<file path="src/rtl/pcre_id_collector_if.sv">
// pcre_id_collector_if
//   Bundles the serializer-side inputs (id_in, eop_in, perm_out) and the
//   report-side record stream (out_*) of the PCRE ID collector.
//   master : the environment (drives IDs/eop and out_ready)
//   slave  : the collector (drives permission, records and error flag)
interface pcre_id_collector_if #(
    parameter int ID_W = 10
);
    logic [ID_W-1:0] id_in;
    logic            eop_in;
    logic            perm_out;
    logic            out_valid;
    logic            out_ready;
    logic [ID_W-1:0] out_data;
    logic            out_last;
    logic            out_drop;
    logic            err_trailer_lost;

    modport master (
        output id_in, eop_in, out_ready,
        input  perm_out, out_valid, out_data, out_last, out_drop, err_trailer_lost
    );

    modport slave (
        input  id_in, eop_in, out_ready,
        output perm_out, out_valid, out_data, out_last, out_drop, err_trailer_lost
    );
endinterface

</file>
<file path="src/rtl/pcre_id_collector.sv">
// pcre_id_collector
//   Collects matched rule IDs from the serializer chain into a FIFO and
//   closes each packet with a trailer record {last=1, drop, match count}.
//   Records are presented first-word-fall-through on a valid/ready port.
// Ports:
//   clk    : system clock
//   reset  : synchronous, active-high reset
//   bus    : slave side of pcre_id_collector_if
//            id_in/eop_in   - ID stream (0 = no match) and end-of-packet
//            perm_out       - permission to the head of the serializer chain
//            out_valid/out_ready/out_data/out_last/out_drop - record stream
//            err_trailer_lost - sticky, a trailer was discarded (FIFO full)
module pcre_id_collector #(
    parameter int ID_W   = 10,
    parameter int DEPTH  = 16,
    parameter int ADDR_W = 4
) (
    input logic                clk,
    input logic                reset,
    pcre_id_collector_if.slave bus
);
    localparam logic [ADDR_W:0] DEPTH_C = (ADDR_W + 1)'(DEPTH);
    localparam logic [ADDR_W:0] FREE_1  = (ADDR_W + 1)'(1);
    localparam logic [ADDR_W:0] FREE_2  = (ADDR_W + 1)'(2);
    localparam logic [ADDR_W:0] FREE_3  = (ADDR_W + 1)'(3);

    // entry = {last, drop, data}
    logic [ID_W+1:0]   mem [DEPTH];
    logic [ADDR_W-1:0] wr_ptr;
    logic [ADDR_W-1:0] rd_ptr;
    logic [ADDR_W:0]   occ;
    logic [ADDR_W:0]   free_slots;
    logic [ID_W-1:0]   pkt_count;
    logic              pkt_drop;
    logic              eop_d;
    logic              err_q;

    logic              empty;
    logic              pop;
    logic              push;
    logic [ID_W+1:0]   push_data;
    logic              id_hit;

    assign free_slots = DEPTH_C - occ;
    assign empty      = (occ == '0);
    assign pop        = !empty && bus.out_ready;
    assign id_hit     = (bus.id_in != '0);

    // Only one push per cycle: the trailer cycle owns the write port, and an
    // ID seen then (protocol violation) is dropped and flagged in the trailer.
    // IDs need two free slots so the trailer always has room behind them.
    always_comb begin
        push      = 1'b0;
        push_data = '0;
        if (eop_d) begin
            if (free_slots >= FREE_1) begin
                push      = 1'b1;
                push_data = {1'b1, pkt_drop | id_hit, pkt_count};
            end
        end else if (id_hit && (free_slots >= FREE_2)) begin
            push      = 1'b1;
            push_data = {2'b00, bus.id_in};
        end
    end

    always_ff @(posedge clk) begin
        if (push) begin
            mem[wr_ptr] <= push_data;
        end
    end

    always_ff @(posedge clk) begin
        if (reset) begin
            wr_ptr    <= '0;
            rd_ptr    <= '0;
            occ       <= '0;
            pkt_count <= '0;
            pkt_drop  <= 1'b0;
            eop_d     <= 1'b0;
            err_q     <= 1'b0;
        end else begin
            eop_d <= bus.eop_in;

            if (push) begin
                wr_ptr <= wr_ptr + ADDR_W'(1);
            end
            if (pop) begin
                rd_ptr <= rd_ptr + ADDR_W'(1);
            end
            case ({push, pop})
                2'b10:   occ <= occ + FREE_1;
                2'b01:   occ <= occ - FREE_1;
                default: occ <= occ;
            endcase

            if (eop_d) begin
                pkt_count <= '0;
                pkt_drop  <= 1'b0;
                if (free_slots == '0) begin
                    err_q <= 1'b1;
                end
            end else if (id_hit) begin
                if (free_slots >= FREE_2) begin
                    if (pkt_count != {ID_W{1'b1}}) begin
                        pkt_count <= pkt_count + ID_W'(1);
                    end
                end else begin
                    pkt_drop <= 1'b1;
                end
            end
        end
    end

    // Storage is not reset, so the head is masked while the FIFO is empty.
    assign bus.out_valid = !empty;
    assign {bus.out_last, bus.out_drop, bus.out_data} = empty ? '0 : mem[rd_ptr];

    // One slot for the ID already in flight behind the grant, one for the trailer.
    assign bus.perm_out         = (free_slots >= FREE_3);
    assign bus.err_trailer_lost = err_q;
endmodule

</file>
<file path="src/flat_wrapper.sv">
// flat-port wrapper written by rule: the top's interface ports become plain ports
module pcre_id_collector_flat 
#(
    parameter int ID_W   = 10,
    parameter int DEPTH  = 16,
    parameter int ADDR_W = 4
)
  (clk, reset, bus_id_in, bus_eop_in, bus_out_ready, bus_perm_out, bus_out_valid, bus_out_data, bus_out_last, bus_out_drop, bus_err_trailer_lost);
  pcre_id_collector_if #(.ID_W(ID_W)) bus_i ();
  input logic clk;
  input logic reset;
  input wire logic [$bits(bus_i.id_in)-1:0] bus_id_in;
  input wire logic [$bits(bus_i.eop_in)-1:0] bus_eop_in;
  input wire logic [$bits(bus_i.out_ready)-1:0] bus_out_ready;
  output wire logic [$bits(bus_i.perm_out)-1:0] bus_perm_out;
  output wire logic [$bits(bus_i.out_valid)-1:0] bus_out_valid;
  output wire logic [$bits(bus_i.out_data)-1:0] bus_out_data;
  output wire logic [$bits(bus_i.out_last)-1:0] bus_out_last;
  output wire logic [$bits(bus_i.out_drop)-1:0] bus_out_drop;
  output wire logic [$bits(bus_i.err_trailer_lost)-1:0] bus_err_trailer_lost;
  assign bus_i.id_in = bus_id_in;
  assign bus_i.eop_in = bus_eop_in;
  assign bus_i.out_ready = bus_out_ready;
  assign bus_perm_out = bus_i.perm_out;
  assign bus_out_valid = bus_i.out_valid;
  assign bus_out_data = bus_i.out_data;
  assign bus_out_last = bus_i.out_last;
  assign bus_out_drop = bus_i.out_drop;
  assign bus_err_trailer_lost = bus_i.err_trailer_lost;
  pcre_id_collector #(.ID_W(ID_W), .DEPTH(DEPTH), .ADDR_W(ADDR_W)) u_core (.clk(clk), .reset(reset), .bus(bus_i));
endmodule
</file>
<file path="config.mk">
export PLATFORM = sky130hd
export DESIGN_NAME = pcre_id_collector_flat
export DESIGN_NICKNAME = d
export VERILOG_FILES = /design/src/rtl/pcre_id_collector_if.sv /design/src/rtl/pcre_id_collector.sv /design/src/flat_wrapper.sv
export SDC_FILE = /design/constraint.sdc
export NUM_CORES = 1
export LEC_CHECK = 0
export CAP_MARGIN = 20
export CORE_MARGIN = 10
export CORE_UTILIZATION = 55
export DETAILED_ROUTE_END_ITERATION = 7
export PLACE_DENSITY = 0.82
export SLEW_MARGIN = 30
export SYNTH_ARGS = -nofsm -noshare
export SYNTH_HDL_FRONTEND = slang
export SYNTH_SLANG_ARGS = --single-unit
</file>
<file path="constraint.sdc">
create_clock -name clk -period 5.76 [get_ports clk]
set_input_delay 1.728 -clock clk [delete_from_list [all_inputs] [get_ports clk]]
set_output_delay 1.728 -clock clk [all_outputs]
set_load 0.05 [all_outputs]
</file>
# Word level (Yosys, flattened, before mapping)
# Memory sizes are Yosys's and may differ from the RTL's. A register that Yosys moved wholly into a read port is not among the register bits.
# Cells that the tools add are included.
op_classes:
  addsub: 6
  magnitude_cmp: 3
  eq_ne: 3
  mux: 12
  n_bitwise: 2
  reduce_logical: 11
ops:
  columns: ["op", "count"]
  rows:
  - ["$mux 12", 3]
  - ["$add 10x1->10 const B", 1]
  - ["$ge 5x2->1 const B", 2]
  - ["$logic_not 5->1", 2]
  - ["$mux 10", 1]
  - ["$ne 10x10->1 const B", 1]
  - ["$pmux 5 s2", 1]
  - ["$reduce_bool 10->1", 1]
  - ["$add 4x1->4 const B", 2]
  - ["$mux 4", 2]
  - ["$add 5x1->5 const B", 1]
  - ["$ge 5x1->1 const B", 1]
  - ["$mux 1", 5]
  - ["$sub 5x1->5 const B", 1]
  - ["$sub 5x5->5 const A", 1]
  - ["$reduce_and 2->1", 2]
  - ["$reduce_and 3->1", 1]
  - ["$eq 2x1->1 const B", 1]
  - ["$eq 2x2->1 const B", 1]
  - ["$logic_and 1x1->1", 2]
  - ["$reduce_bool 2->1", 1]
  - ["$reduce_or 2->1", 1]
  - ["$logic_not 1->1", 1]
  - ["$not 1->1", 1]
  - ["$or 1x1->1", 1]
totals:
  regBits: 26
  mem_bits_rw: 192
  in_bits: 14
  output_inout_bits: 15
  wordCells: 45
  n_memories: 1
memory_table:
  columns: ["name", "words", "width", "read_ports", "rd_clocked_by_memory_dff", "write_ports", "line", "source"]
  rows:
  - ["u_core.mem", 16, 12, 1, 1, 1, "pcre_id_collector.sv:28", "logic [ID_W+1:0] mem [DEPTH];"]

# Depth between registers and ports, before layout
# Gate-level depths: netlist (run 1).
logic_depth:
  depth_word: 7
  mapped_depth: 20

# Worst setup path before layout (run 1)
# Ideal clock, no wire load.
synth_path:
  path_kind: "input-to-reg"
  start: "in bus_id_in[5]"
  end: "reg u_core.occ[4]"
  t_arrival_ps: 4463
  t_required_ps: 5632
  path_slack_ps: 1169
  path_stages: 15
  cell_sequence: "nor4_1 nand3_1 and4b_4 buf_6 clkbuf_1 nor2_1 ha_1 clkbuf_1 xor2_1 ha_1 or4bb_1 a21oi_1 o21ai_0 xnor2_1 nor2_1"
synth_between:
  elab_chain_cells: 6
  elab_cells_between_ends: 8
  classes_between: "eq/ne (2); mux (3); reduce/logical (3)"
synth_lines:
  columns: ["element", "line", "source"]
  rows:
  - ["start, declared", "flat_wrapper.sv:12", "input wire logic [$bits(bus_i.id_in)-1:0] bus_id_in;"]
  - ["$reduce_bool 10->1 *", "pcre_id_collector.sv:47", "assign id_hit = (bus.id_in != '0);"]
  - ["$logic_and 1x1->1 *", "pcre_id_collector.sv:60", "end else if (id_hit && (free_slots >= FREE_2)) begin"]
  - ["$mux 1 *", "pcre_id_collector.sv:60", null]
  - ["$mux 1 *", "pcre_id_collector.sv:55", "if (eop_d) begin"]
  - ["$eq 2x1->1 / $eq 2x2->1 (equally long branches)", "pcre_id_collector.sv:90", "case ({push, pop})"]
  - ["$pmux 5 s2 / $reduce_bool 2->1 (equally long branches)", null, null]
  - ["end signal, assigned", "pcre_id_collector.sv:91", "2'b10: occ <= occ + FREE_1;"]
  - ["end signal, assigned", "pcre_id_collector.sv:92", "2'b01: occ <= occ - FREE_1;"]
  - ["end, declared", "pcre_id_collector.sv:31", "logic [ADDR_W:0] occ;"]
# Every way passes the cells marked *; elsewhere a longest branch is shown, timed or not.
# A chain may end at the register's enable or synchronous reset.

# Final worst setup path (run 1)
layout_path:
  start: "reg u_core.occ[0]"
  end: "out bus_perm_out"
layout_between:
  elab_chain_cells: 2
layout_lines:
  columns: ["element", "line", "source"]
  rows:
  - ["$sub 5x5->5", "pcre_id_collector.sv:44", "assign free_slots = DEPTH_C - occ;"]
  - ["$ge 5x2->1", "pcre_id_collector.sv:119", "assign bus.perm_out = (free_slots >= FREE_3);"]
  - ["end, declared", "flat_wrapper.sv:15", "output wire logic [$bits(bus_i.perm_out)-1:0] bus_perm_out;"]
# Every way passes these cells.

==> impl_metrics.csv, run 1 <==
group,metric,value,unit
run_status,status,"finished, final reports clean",
min_path,hold_class,"register to register",
global_routing,grtUsageTotal,17.3,%
final_layout,area_delta_synth_final,13.7,%
global_routing,antenna_found_initial,0,
sta,setup_viol,0,
clock_tree,clk_latency,0.50,ns
yosys,postSynth.asyncResetShare,0,%
sta,max_freq,196,MHz
clock_tree,cts_resized,0,
floorplan,start_util,55.7,%
routing,avgViaCountPerCell,6.24,
placement,hpwl,11600,um
setup_path,worstSetupPathType,"register to output pin",
routing,drtAntennaViolNets,0,
setup_path,cp-start-kind,"register",
sta,maxSlewHeadroom,33.6,%
routing,dr.first_iter.drc_count,458,
clock_tree,clock_sinks,222,
pwr,power_switching,1.59,mW
global_routing,grt_start_max_net_pins,49,
sta,rsz0062_at_grt,"no",
final_layout,drive_above_1_share,22.0,%
yosys,syn_nets,539,
pwr,p_int,3.38,mW
pwr,swShare,31.9,%
floorplan,die_height,149,um
pwr,pwr-share-clk,26.6,%
yosys,ys_seq_elements,222,
routing,drt-total-wl,19100,um
pwr,p_per_area,476,mW/mm^2
clock_tree,htree_levels,1,
routing,drc_errors,0,
yosys,yosysUniqueCellTypes,52,
pwr,power_frac_seq,43.0,%
setup_path,critical_path_peak_fanout,12,
yosys,ys_seq_area_share,69.4,%
floorplan,design.core.area,0.0165,mm^2
global_routing,grt_pass1_wl,29500,um
placement,gp_congestion,0.864,
global_routing,grt-ovfl-total,0,
sta,worstMarginPinSlew,0.995,ns
final_layout,fin_nets,578,
yosys,yosysWarnings,0,
routing,routedWlPerCell,24.4,um
setup_path,crit_path_end_kind,"output pin",
setup_path,required,4.03,ns
placement,io_buffers,28,
yosys,syn_inst,510,
yosys,synth_edf_count,192,
floorplan,die_x,149,um
routing,via_count,4885,
clock_tree,cts_tree,"built",
yosys,synth_ff_type,"edfxtp_1",
clock_tree,root_buffer,"clkbuf_16",
pwr,ir_drop,0.000397,V
pwr,p_comb_share,30.5,%
floorplan,ioPinCount,29,
floorplan,fp-row-count,47,
clock_tree,clk_path_buf_depth,3,
job,maxCapViolations,0,
final_layout,num_antenna_cells,0,
floorplan,die_area,0.0223,mm^2
pwr,leakage,3.37,nW
sta,finalCriticalPeriod,5.11,ns
global_routing,grt_pass1_vias,5071,
sta,fin_crit_sh,88.7,%
clock_tree,cts_buffers,23,
yosys,netlist_area,0.00918,mm^2
sta,hold_violations,0,
clock_tree,cts_setup_buffers,0,
yosys,avgSynthCellArea,18.0,um^2
sta,drv_slew,0,
setup_path,arrival,3.38,ns
pwr,power,4.96,mW
clock_tree,clkTransAtPathRegs,0.06,ns
sta,finalClockSkew,0.0111,ns
sta,timing.setup.tns,0,ns
clock_tree,ctsHoldBuffers,0,
routing,first_pass_iters,5,
==> critical path: stages, from the launching register on <==
cell and delay [ns]:
dfxtp_1 0.57, inv_1 0.15, ha_1 0.28, nor3b_1 0.16, ha_1 0.34, and3b_1 0.19
a21boi_0 0.26, a211o_1 0.14, clkdlybuf4s50_1 0.80
==> worst paths after layout <==
kind	from	to	slack (ns)	cells after the start
setup / recovery	u_core.occ[0]$_SDFFE_PP0P_	bus_perm_out	0.65	8
hold / removal	u_core.bus.err_trailer_lost$_SDFFE_PP0P_	u_core.bus.err_trailer_lost$_SDFFE_PP0P_	0.49	1
setup reg to reg	u_core.occ[0]$_SDFFE_PP0P_	u_core.occ[4]$_SDFFE_PP0P_	1.10	16
hold reg to reg	u_core.bus.err_trailer_lost$_SDFFE_PP0P_	u_core.bus.err_trailer_lost$_SDFFE_PP0P_	0.49	1
==> per-layer routing <==
metal	up-vias	global-route usage, %	share of wire, %
met1	2520	21.6	39
li1	2139	-	-
met3	30	3.49	7.5
met4	0	4.51	1.6
met5	-	0	0
met2	196	30.3	52
==> synth_stat cells, types with 3 or more instances <==
library cell | n | area share [%]
edfxtp_1 | 192 | 63
mux4_2 | 60 | 15
dfxtp_1 | 30 | 6.5
nor2_1 | 30 | 1.2
a21oi_1 | 15 | 0.82
clkbuf_1 | 15 | 0.61
ha_1 | 15 | 2.0
and2_1 | 12 | 0.82
o21ai_0 | 11 | 0.60
a22o_1 | 10 | 0.95
nand2_1 | 10 | 0.41
inv_1 | 9 | 0.37
nand3_1 | 9 | 0.49
nor3_1 | 7 | 0.38
buf_2 | 6 | 0.33
o41ai_1 | 6 | 0.57
or3_1 | 6 | 0.41
buf_1 | 5 | 0.20
nor2b_1 | 5 | 0.34
xor2_1 | 5 | 0.48
mux2i_1 | 4 | 0.44
a211o_1 | 3 | 0.29
and4_1 | 3 | 0.29
nor4_1 | 3 | 0.20
xnor2_1 | 3 | 0.29
==> layout by cell type, fill, tap and decap left out, types with 3 or more instances in the layout <==
cell type	netlist	layout
a21oi_1	15	15
ha_1	15	15
nor2_2	0	4
clkbuf_1	15	9
nor3_1	7	3
mux4_2	60	60
nor2b_1	5	5
a211o_1	3	3
o21ai_0	11	11
nor2_1	30	26
a22o_1	10	10
clkdlybuf4s50_1	0	28
clkinv_2	0	3
xor2_1	5	5
o41ai_1	6	6
or3_1	6	6
mux2i_1	4	4
edfxtp_1	192	192
clkbuf_16	0	23
nand3_1	9	9
inv_1	9	9
and4_1	3	3
buf_4	1	13
nand2_1	10	10
dfxtp_1	30	27
xnor2_1	3	3
nor3_2	0	4
and2_1	12	12
nor4_1	3	3
==> registers in the layout, summed over array words and instances, names as in the netlist, named ones only <==
register / count
u_core.rd_ptr: 4
u_core.wr_ptr: 4
u_core.mem: 192
u_core.occ: 5
u_core.pkt_count: 10
u_core.bus.err_trailer_lost: 1
u_core.pkt_drop: 1
u_core.eop_d: 1
==> power by group through the flow <==
stage	sequential (mW)	combinational, mW	clock, mW
2_1_floorplan	2.10	1.11	0
3_3_place_gp	2.15	1.47	0
3_5_place_dp	2.16	1.52	0
4_1_cts	2.13	1.53	1.33
5_1_grt	2.15	1.62	1.40
6_report	2.13	1.51	1.32
==> final cells by class <==
| cell class | count | area, um^2 |
|---|---|---|
| clock buffer | 33 | 623 |
| clock inverter | 6 | 31.3 |
| fill | 1138 | 6030 |
| inverter | 9 | 33.8 |
| multi-input combinational | 250 | 2680 |
| sequential | 222 | 6370 |
| tap | 220 | 275 |
| timing repair buffer | 43 | 418 |
==> kinds of logic after synthesis <==
logic type	Yosys count	share of synthesized area [%]
multiplexers	66	15.4
AND/OR/NAND/NOR	107	6.53
XOR/XNOR	8	0.764
flip-flops	222	69.4
adder cells (fa/ha/maj)	15	2.05
buffers and inverters	38	1.84
AO/OA/AOI/OAI	54	4.04
==> per-stage QoR <==
stage | util, % | hold slack [ns] | cells | area [um^2] | worst slack, ns
after detailed placement | 59.4 | 0.473 | 744 | 9780 | 0.787
after global routing | 63.4 | 0.513 | 783 | 10400 | 0.409
after CTS | 63.4 | 0.492 | 783 | 10400 | 0.579
after global placement | 59.4 | 0.454 | 744 | 9780 | 0.881
final | 63.4 | 0.493 | 783 | 10400 | 0.648
after floorplan | - | 0.437 | 510 | 9180 | 1.17
(Power assumes the default switching activity.)
==> run 2: changes to the inputs <==
Settings changed: CTS_CLUSTER_SIZE from default to 8.
==> run 2 against run 1 <==
Routed wire length rose by 3.1%. Maximum frequency fell by 0.97%. Worst hold slack got worse by 0.0016 ns. Sequential share of layout area fell by 1.4 points. Combinational power barely moved. Critical path type unchanged. Worst setup slack got worse by 0.050 ns. Cell area rose by 2.3%. Clock skew rose by 0.0073 ns. Largest cell class unchanged. Critical endpoint unchanged. Via count rose by 1.5%. Global-route usage rose by 0.62 points. Flip-flop and latch count did not move. Critical path depth did not move.
==> impl_metrics.csv, run 2 (synthesized netlist as in run 1, its figures left out) <==
group,metric,value,unit
run_status,status,"finished, final reports clean",
final_layout,design_area,0.0107,mm^2
final_layout,top_regs,"u_core.mem (192), u_core.pkt_count (10), u_core.occ (5)",
pwr,ir_drop,0.000363,V
setup_path,crit_path_end_kind,"output pin",
final_layout,largest-register,"u_core.mem",
clock_tree,cts_resized,0,
sta,worstMarginPinSlew,0.979,ns
sta,max_freq,194,MHz
placement,post_dp_cell_area,0.00978,mm^2
clock_tree,clk_latency,0.54,ns
global_routing,grt-ovfl-total,0,
final_layout,seqCellArea,0.00637,mm^2
sta,drv_slew,0,
global_routing,grt_pass1_vias,5163,
setup_path,required,4.03,ns
routing,routedWlPerCell,24.6,um
clock_tree,ctsHoldBuffers,0,
routing,drt-total-wl,19700,um
routing,avgViaCountPerCell,6.18,
clock_tree,cts_tree,"built",
setup_path,arrival,3.43,ns
sta,timing.setup.tns,0,ns
sta,maxSlewHeadroom,34.6,%
final_layout,num_antenna_cells,0,
placement,gp_congestion,0.864,
clock_tree,clock_sinks,222,
clock_tree,cts_buffers,31,
sta,whs,0.491,ns
sta,finalCriticalPeriod,5.16,ns
floorplan,design.core.area,0.0165,mm^2
final_layout,final_cell_mix,"edfxtp_1 (192), mux4_2 (60), clkbuf_16 (31)",
final_layout,drive_above_1_share,22.2,%
sta,finalClockSkew,0.0184,ns
sta,rsz0062_at_grt,"no",
floorplan,die_x,149,um
clock_tree,clk_path_buf_depth,3,
routing,dr.first_iter.drc_count,509,
setup_path,cp-start-kind,"register",
min_path,hold_class,"register to register",
sta,hold_violations,0,
routing,drtAntennaViolNets,0,
clock_tree,root_buffer,"clkbuf_16",
routing,first_pass_iters,5,
global_routing,grt_start_max_net_pins,49,
routing,drc_errors,0,
placement,hpwl,11600,um
clock_tree,clkTransAtPathRegs,0.05,ns
setup_path,reg2reg_slack,1.07,ns
global_routing,antenna_found_initial,0,
floorplan,start_util,55.7,%
clock_tree,cts_setup_buffers,0,
routing,via_count,4956,
job,maxCapViolations,0,
pwr,leakage,3.47,nW
setup_path,critical_path_peak_fanout,12,
final_layout,area_delta_synth_final,16.3,%
global_routing,grtUsageTotal,18.0,%
floorplan,die_height,149,um
final_layout,largest_register_ff_count,192,
setup_path,worstSetupPathType,"register to output pin",
sta,fin_crit_sh,89.6,%
placement,io_buffers,28,
sta,setup_viol,0,
pwr,p_per_area,498,mW/mm^2
final_layout,multi_input_area,0.00268,mm^2
final_layout,final_common_cell,"edfxtp_1",
floorplan,ioPinCount,29,
final_layout,fillCellCount,1100,
global_routing,grt_pass1_wl,30500,um
clock_tree,htree_levels,1,
floorplan,die_area,0.0223,mm^2
floorplan,fp-row-count,47,
final_layout,fin_nets,586,
run 2: cell types whose count changed in the layout (fill, tap and decap cells not counted):
cell | previous run | this run
clkinv_1 | 2 | 0
clkinv_2 | 3 | 0
clkbuf_16 | 23 | 31
clkinv_4 | 1 | 0
clkbuf_1 | 9 | 25
inv_6 | 0 | 1
run 2: layer usage:
metal	track usage (%)	vias to the layer above	part of all wire, %
met5	0	-	0
met4	5.40	0	2.1
met3	3.85	39	7.7
met2	30.9	228	52
met1	22.4	2532	38
li1	-	2157	-
run 2: area by class of cell:
type	instances	share of cell area (%)
clock buffers	57	8.28
clock inverters	1	0.0821
inverters	9	0.317
multi-input cells	250	25.1
flip-flops and latches	222	59.7
well taps	220	2.58
repair buffers	43	3.92
run 2: final timing paths:
check	startpoint	to	cells after the start
setup / recovery	u_core.occ[0]$_SDFFE_PP0P_	bus_perm_out	8
hold / removal	u_core.bus.err_trailer_lost$_SDFFE_PP0P_	u_core.bus.err_trailer_lost$_SDFFE_PP0P_	1
setup reg to reg	u_core.occ[0]$_SDFFE_PP0P_	u_core.occ[4]$_SDFFE_PP0P_	16
hold reg to reg	u_core.bus.err_trailer_lost$_SDFFE_PP0P_	u_core.bus.err_trailer_lost$_SDFFE_PP0P_	1
run 2: power by group:
| group | switching [mW] | internal, mW |
|---|---|---|
| Clock | 0.640 | 1.02 |
| Combinational | 0.917 | 0.605 |
| Sequential | 0.111 | 2.03 |
| Total | 1.67 | 3.65 |
run 2: metrics by stage:
step / util, % / total power, mW / setup WS [ns] / cells
2_1_floorplan: - / 3.21 / 1.17 / 510
3_3_place_gp: 59.4 / 3.62 / 0.881 / 744
3_5_place_dp: 59.4 / 3.69 / 0.787 / 744
4_1_cts: 64.8 / 5.35 / 0.523 / 802
5_1_grt: 64.8 / 5.53 / 0.365 / 802
6_report: 64.8 / 5.32 / 0.598 / 802
run 2: worst max-delay path: stages, from the launching register on:
cell and delay (ns):
dfxtp_1 0.57, inv_1 0.15, ha_1 0.28, nor3b_1 0.16, ha_1 0.35, and3b_1 0.19
a21boi_0 0.26, a211o_1 0.14, clkdlybuf4s50_1 0.80
==> run 3: changes to the inputs <==
Settings changed: SETUP_SLACK_MARGIN from default to 0.1.
==> results of run 3 <==
No change in the layout: final DEF, timing and power equal those of run 2.
